## src/rtl/p2s_sched.sv

```systemverilog
// p2s_sched: round-robin scheduler that shares one parallel-to-serial shifter
// among NREQ requesters. A granted word is latched onto p2s_pdata. p2s_start
// then pulses for START_CYCLES cycles, and the shift window runs for
// DATA_BITS+GUARD cycles. The served requester gets a one-cycle ack, and the
// round-robin pointer moves past it. Only one transfer is in flight at a time.
module p2s_sched #(
  parameter int DATA_BITS    = 16,
  parameter int NREQ         = 2,
  parameter int ID_BITS      = 1,
  parameter int START_CYCLES = 2,
  parameter int GUARD        = 2
) (
  input  logic                      clk,
  input  logic                      rstn,
  input  logic [NREQ-1:0]           req,
  input  logic [NREQ*DATA_BITS-1:0] data,
  output logic [NREQ-1:0]           ack,
  output logic                      busy,
  output logic [ID_BITS-1:0]        grant_id,
  output logic                      p2s_start,
  output logic [DATA_BITS-1:0]      p2s_pdata
);

  // Shift window length and the counter that times both START and SHIFT.
  localparam int SHIFT_CYCLES = DATA_BITS + GUARD;
  localparam int CNT_MAX      = (START_CYCLES > SHIFT_CYCLES) ? START_CYCLES : SHIFT_CYCLES;
  localparam int CNT_BITS     = $clog2(CNT_MAX + 1);

  localparam logic [CNT_BITS-1:0] START_LAST = CNT_BITS'(START_CYCLES - 1);
  localparam logic [CNT_BITS-1:0] SHIFT_LAST = CNT_BITS'(SHIFT_CYCLES - 1);
  localparam logic [ID_BITS-1:0]  LAST_ID    = ID_BITS'(NREQ - 1);
  localparam logic [NREQ-1:0]     ONE_HOT0   = NREQ'(1);

  typedef enum logic [1:0] {
    S_IDLE  = 2'd0,
    S_START = 2'd1,
    S_SHIFT = 2'd2,
    S_DONE  = 2'd3
  } state_t;

  state_t                r_state;
  state_t                w_state_nxt;

  logic [CNT_BITS-1:0]   r_cnt;
  logic [CNT_BITS-1:0]   w_cnt_nxt;
  logic [ID_BITS-1:0]    r_rr;
  logic [ID_BITS-1:0]    w_rr_nxt;

  logic [NREQ-1:0]       r_ack;
  logic [NREQ-1:0]       w_ack_nxt;
  logic                  r_busy;
  logic                  w_busy_nxt;
  logic [ID_BITS-1:0]    r_grant_id;
  logic [ID_BITS-1:0]    w_grant_id_nxt;
  logic                  r_start;
  logic                  w_start_nxt;
  logic [DATA_BITS-1:0]  r_pdata;
  logic [DATA_BITS-1:0]  w_pdata_nxt;

  // Arbiter results.
  logic                  w_any_req;
  logic [ID_BITS-1:0]    w_pick;
  logic [DATA_BITS-1:0]  w_pick_word;

  // Rotating-priority pick: first set req bit scanning rr, rr+1, ... mod NREQ.
  always_comb begin
    int idx;
    // NOTE: every variable written here gets a default first, so no path can infer a latch.
    idx       = 0;
    w_any_req = 1'b0;
    w_pick    = '0;
    for (int k = 0; k < NREQ; k++) begin
      idx = int'(r_rr) + k;
      if (idx >= NREQ) idx = idx - NREQ;
      if (!w_any_req && req[idx]) begin
        w_any_req = 1'b1;
        w_pick    = ID_BITS'(idx);
      end
    end
  end

  // Word of the winning requester, latched only in the grant cycle.
  assign w_pick_word = data[int'(w_pick)*DATA_BITS +: DATA_BITS];

  // State register.
  always_ff @(posedge clk) begin
    // NOTE: reset is synchronous: rstn is only looked at on the rising clock edge.
    if (!rstn) begin
      // NOTE: sequential state uses non-blocking assignments so every register sees pre-edge values.
      r_state <= S_IDLE;
    end else begin
      r_state <= w_state_nxt;
    end
  end

  // Next-state logic: IDLE -> START -> SHIFT -> DONE -> IDLE.
  always_comb begin
    w_state_nxt = r_state;
    case (r_state)
      S_IDLE:  if (w_any_req)           w_state_nxt = S_START;
      S_START: if (r_cnt == START_LAST) w_state_nxt = S_SHIFT;
      S_SHIFT: if (r_cnt == SHIFT_LAST) w_state_nxt = S_DONE;
      S_DONE:                           w_state_nxt = S_IDLE;
      default:                          w_state_nxt = S_IDLE;
    endcase
  end

  // Output logic: next values of the registered outputs, counter and rr pointer.
  always_comb begin
    w_cnt_nxt      = r_cnt;
    w_rr_nxt       = r_rr;
    w_ack_nxt      = '0;
    w_busy_nxt     = r_busy;
    w_grant_id_nxt = r_grant_id;
    w_start_nxt    = r_start;
    w_pdata_nxt    = r_pdata;
    case (r_state)
      S_IDLE: begin
        w_busy_nxt = 1'b0;
        if (w_any_req) begin
          w_grant_id_nxt = w_pick;
          w_pdata_nxt    = w_pick_word;
          w_busy_nxt     = 1'b1;
          w_start_nxt    = 1'b1;
          w_cnt_nxt      = '0;
        end
      end
      S_START: begin
        if (r_cnt == START_LAST) begin
          w_start_nxt = 1'b0;
          w_cnt_nxt   = '0;
        end else begin
          w_cnt_nxt = r_cnt + CNT_BITS'(1);
        end
      end
      S_SHIFT: begin
        if (r_cnt == SHIFT_LAST) begin
          w_ack_nxt = ONE_HOT0 << r_grant_id;
          w_cnt_nxt = '0;
        end else begin
          w_cnt_nxt = r_cnt + CNT_BITS'(1);
        end
      end
      S_DONE: begin
        // busy drops after the ack cycle; grant_id and pdata hold until the next grant.
        w_busy_nxt = 1'b0;
        w_cnt_nxt  = '0;
        w_rr_nxt   = (r_grant_id == LAST_ID) ? '0 : r_grant_id + ID_BITS'(1);
      end
      default: begin
        w_busy_nxt  = 1'b0;
        w_start_nxt = 1'b0;
        w_cnt_nxt   = '0;
      end
    endcase
  end

  // Output, counter and pointer registers; reset aborts any transfer without an ack.
  always_ff @(posedge clk) begin
    if (!rstn) begin
      r_cnt      <= '0;
      r_rr       <= '0;
      r_ack      <= '0;
      r_busy     <= 1'b0;
      r_grant_id <= '0;
      r_start    <= 1'b0;
      r_pdata    <= '0;
    end else begin
      r_cnt      <= w_cnt_nxt;
      r_rr       <= w_rr_nxt;
      r_ack      <= w_ack_nxt;
      r_busy     <= w_busy_nxt;
      r_grant_id <= w_grant_id_nxt;
      r_start    <= w_start_nxt;
      r_pdata    <= w_pdata_nxt;
    end
  end

  assign ack       = r_ack;
  assign busy      = r_busy;
  assign grant_id  = r_grant_id;
  assign p2s_start = r_start;
  assign p2s_pdata = r_pdata;

endmodule
```

## config.mk

```make
export PLATFORM = sky130hd
export DESIGN_NAME = p2s_sched
export DESIGN_NICKNAME = d
export VERILOG_FILES = /design/src/rtl/p2s_sched.sv
export SDC_FILE = /design/constraint.sdc
export NUM_CORES = 1
export LEC_CHECK = 0
export ABC_AREA = 1
export CAP_MARGIN = 20
export CELL_PAD_IN_SITES_DETAIL_PLACEMENT = 1
export CELL_PAD_IN_SITES_GLOBAL_PLACEMENT = 1
export CORE_MARGIN = 3
export CORE_UTILIZATION = 31
export CTS_CLUSTER_SIZE = 25
export DETAILED_ROUTE_END_ITERATION = 7
export PLACE_DENSITY_LB_ADDON = 0.25
export SLEW_MARGIN = 20
export SYNTH_ARGS = -nofsm -noshare
export SYNTH_HDL_FRONTEND = slang
export SYNTH_SLANG_ARGS = --single-unit
export TNS_END_PERCENT = 100
```

## constraint.sdc

```tcl
create_clock -name clk -period 1.89 [get_ports clk]
set_input_delay 0.378 -clock clk [delete_from_list [all_inputs] [get_ports clk]]
set_output_delay 0.378 -clock clk [all_outputs]
set_load 0.01 [all_outputs]
```

==> results of run 1 <==
state kept, by name, summed over array words and instances, names as in the netlist:
register   cells
ack            2
grant_id       1
r_state        2
r_rr           1
p2s_start      1
r_cnt          5
p2s_pdata     16
busy           1
worst register-to-register path: stages (launching register included):
cell	delay, ps
dfxtp_1	340
inv_1	130
ha_1	310
buf_4	180
nand2_4	60
buf_4	200
nor2_1	150
nor2_1	70
through the flow:
stage          hold WS (ps)  std cells  instance area, µm²  setup slack (ps)  power (mW)
6_report                484        347                2300               256        2.82
5_1_grt                 544        347                2300               178        3.06
4_1_cts                 488        347                2300               231        2.87
3_5_place_dp            479        339                2200               140        2.29
3_3_place_gp            471        339                2200               180        2.26
2_1_floorplan           469        218                1600               550        1.77
per-layer routing:
layer / vias up / share of wire
met2: 36 / 0.52
met4: 0 / 0.015
met3: 6 / 0.052
met1: 722 / 0.42
met5: - / 0
li1: 806 / -
power by group:
group | switching (mW) | internal, mW
clock | 0.237 | 0.329
sequential | 0.130 | 0.787
combinational | 0.723 | 0.619
cell type report:
type	instances	area share
timing repair buffer	60	0.257
clock buffer	7	0.0418
sequential	29	0.252
clock inverter	1	0.00217
inverter	15	0.0266
tap	67	0.0364
multi-input combinational	168	0.384
worst max path at each step:
stage	end	slack [ps]	cells past startpoint
after floorplan	r_state[0]	550	7
after global placement	p2s_pdata[10]	180	7
after detailed placement	p2s_pdata[9]	140	7
after CTS	grant_id	230	1
after global routing	grant_id	180	1
final	grant_id	260	1
cell usage after synthesis, drive strengths merged:
master / n
nor2: 49
bufbuf: 1
nor4: 1
ha: 7
dfxtp: 29
clkbuf: 1
a21oi: 5
buf: 4
nand2: 73
a22oi: 1
nand4: 3
inv: 15
nor4b: 1
xnor2: 1
nand3: 8
o21a: 1
o21ai: 18
cells by family (layout without fill, tap and decap cells):
kind of cell,after synthesis,in the layout,synth area share
xor+xnor,1,1,0.00549
buf+inv,21,83,0.0816
simple gates,135,135,0.382
fa+ha+maj,7,7,0.0549
flops,29,29,0.364
compound gates,25,25,0.112
==> impl_metrics.ini, run 1 <==
[grt]
antenna_found_initial = 0
grt_max_degree = 20
grt_overflow = 0
grt_pass1_wl_mm = 7.07
use_met1 = 0.164
use_met3 = 0.0452
grt_use_total = 0.146
grt_pass1_vias = 1610
grt_use_met2 = 0.253
grt_busiest_layer = met2

[sta]
tightest_slew_ps = 308
fmax_mhz = 612
fin_skew_ps = 4.99
fin_crit_ps = 1630
rsz0062_at_grt = no
drv_slew = 0
hold_violations = 0
tns_ps = 0
setup_viol = 0
timing.final.crit_share = 0.864
max_slew_margin = 0.794

[worst_hold_path]
hold_class = reg -> reg
whs_path_depth = 2
hold-path-endpoint = p2s_start
hold_start = p2s_start

[clocking]
cts_made_buffers = 5
insertion_delay_ps = 280
postCtsResizedCells = 0
cts_hold_buf = 0
cts.path.max_buffers = 2
clk_pin_slew_ps = 60
cts_sinks = 29
cts_tree = done
cts_root_buf = clkbuf_8
ctsHtreeMaxLevel = 2
postCtsSetupBuffers = 0

[route]
first_iter_violations = 55
ant_nets = 0
vias = 1570
drcViolationCount = 0
routed_wl_mm = 4.20
wl_per_cell_um = 12.1
avgViaCountPerCell = 4.52
drt-pass1-iter-count = 4

[finish]
diodes = 0
multi_input_area_um2 = 885
post-route-util = 0.475
final_common_cell = nand2_1
drive_above_1_share = 0.154
fill_cells = 616
final_nets = 322
area_growth_pct = 44.3
final_cell_mix = 67 x nand2_1, 56 x clkdlybuf4s50_1, 43 x nor2_1, 29 x dfxtp_1
seqCellArea_um2 = 581

[setup_path]
cp-end-kind = primary output
critical_path_buf_inv_count = 1
crit_arrival_ps = 1260
worstPathCellList = clkdlybuf4s50_1
r2r-end = p2s_pdata[0]
cp_top_family = buffers and inverters
crit_required_ps = 1510
reg2reg_depth = 7
critPathLaunch = grant_id
crit_path_start_kind = flip-flop
worst-path-max-fanout = 5
r2r_start = r_state[0]
r2r_slack_ps = 350
crit_slowest_cell = clkdlybuf4s50_1
crit_type = reg -> out
crit_path_max_incr_delay_ps = 570

[logic_synthesis]
yosysWarnings = 0
syn_nets = 261
yosys.area.top_type = dfxtp_1
ys_seq_area_frac = 0.364
syn_inst = 218
synth.avg_cell_area_um2 = 7.32
ys_seq_elements = 29
synth_top_cell_area_share = 0.364
synth_area_leaders = dfxtp_1 36%, nand2_1 16%, nor2_1 10%
synth.distinct_cells = 30
syn_area_um2 = 1600

[placement]
gp_congestion = 0.746
hpwl_mm = 3.28
portBuffers = 56

[pwr]
leakage_nw = 1.01
pwr_density_cell_nw_per_um2 = 1230
peakVddDrop_uv = 391

[floorplan]
core_area_um2 = 4850
ios = 57
die_w_um = 77.7
fp-row-count = 25
fp.dieH_um = 77.7
initial_core_util = 0.329
die_area_um2 = 6040

[run]
drv_cap = 0

[run_status]
status = completed
(Power assumes the default switching activity.)
==> run 2, diff against run 1 <==
--- a/config.mk
+++ b/config.mk
@@ -18,4 +18,4 @@
 export SYNTH_ARGS = -nofsm -noshare
 export SYNTH_HDL_FRONTEND = slang
 export SYNTH_SLANG_ARGS = --single-unit
-export TNS_END_PERCENT = 100
+export TNS_END_PERCENT = 1
==> results of run 2 <==
Same layout as run 1: the final DEF is identical, and so are final timing and power.
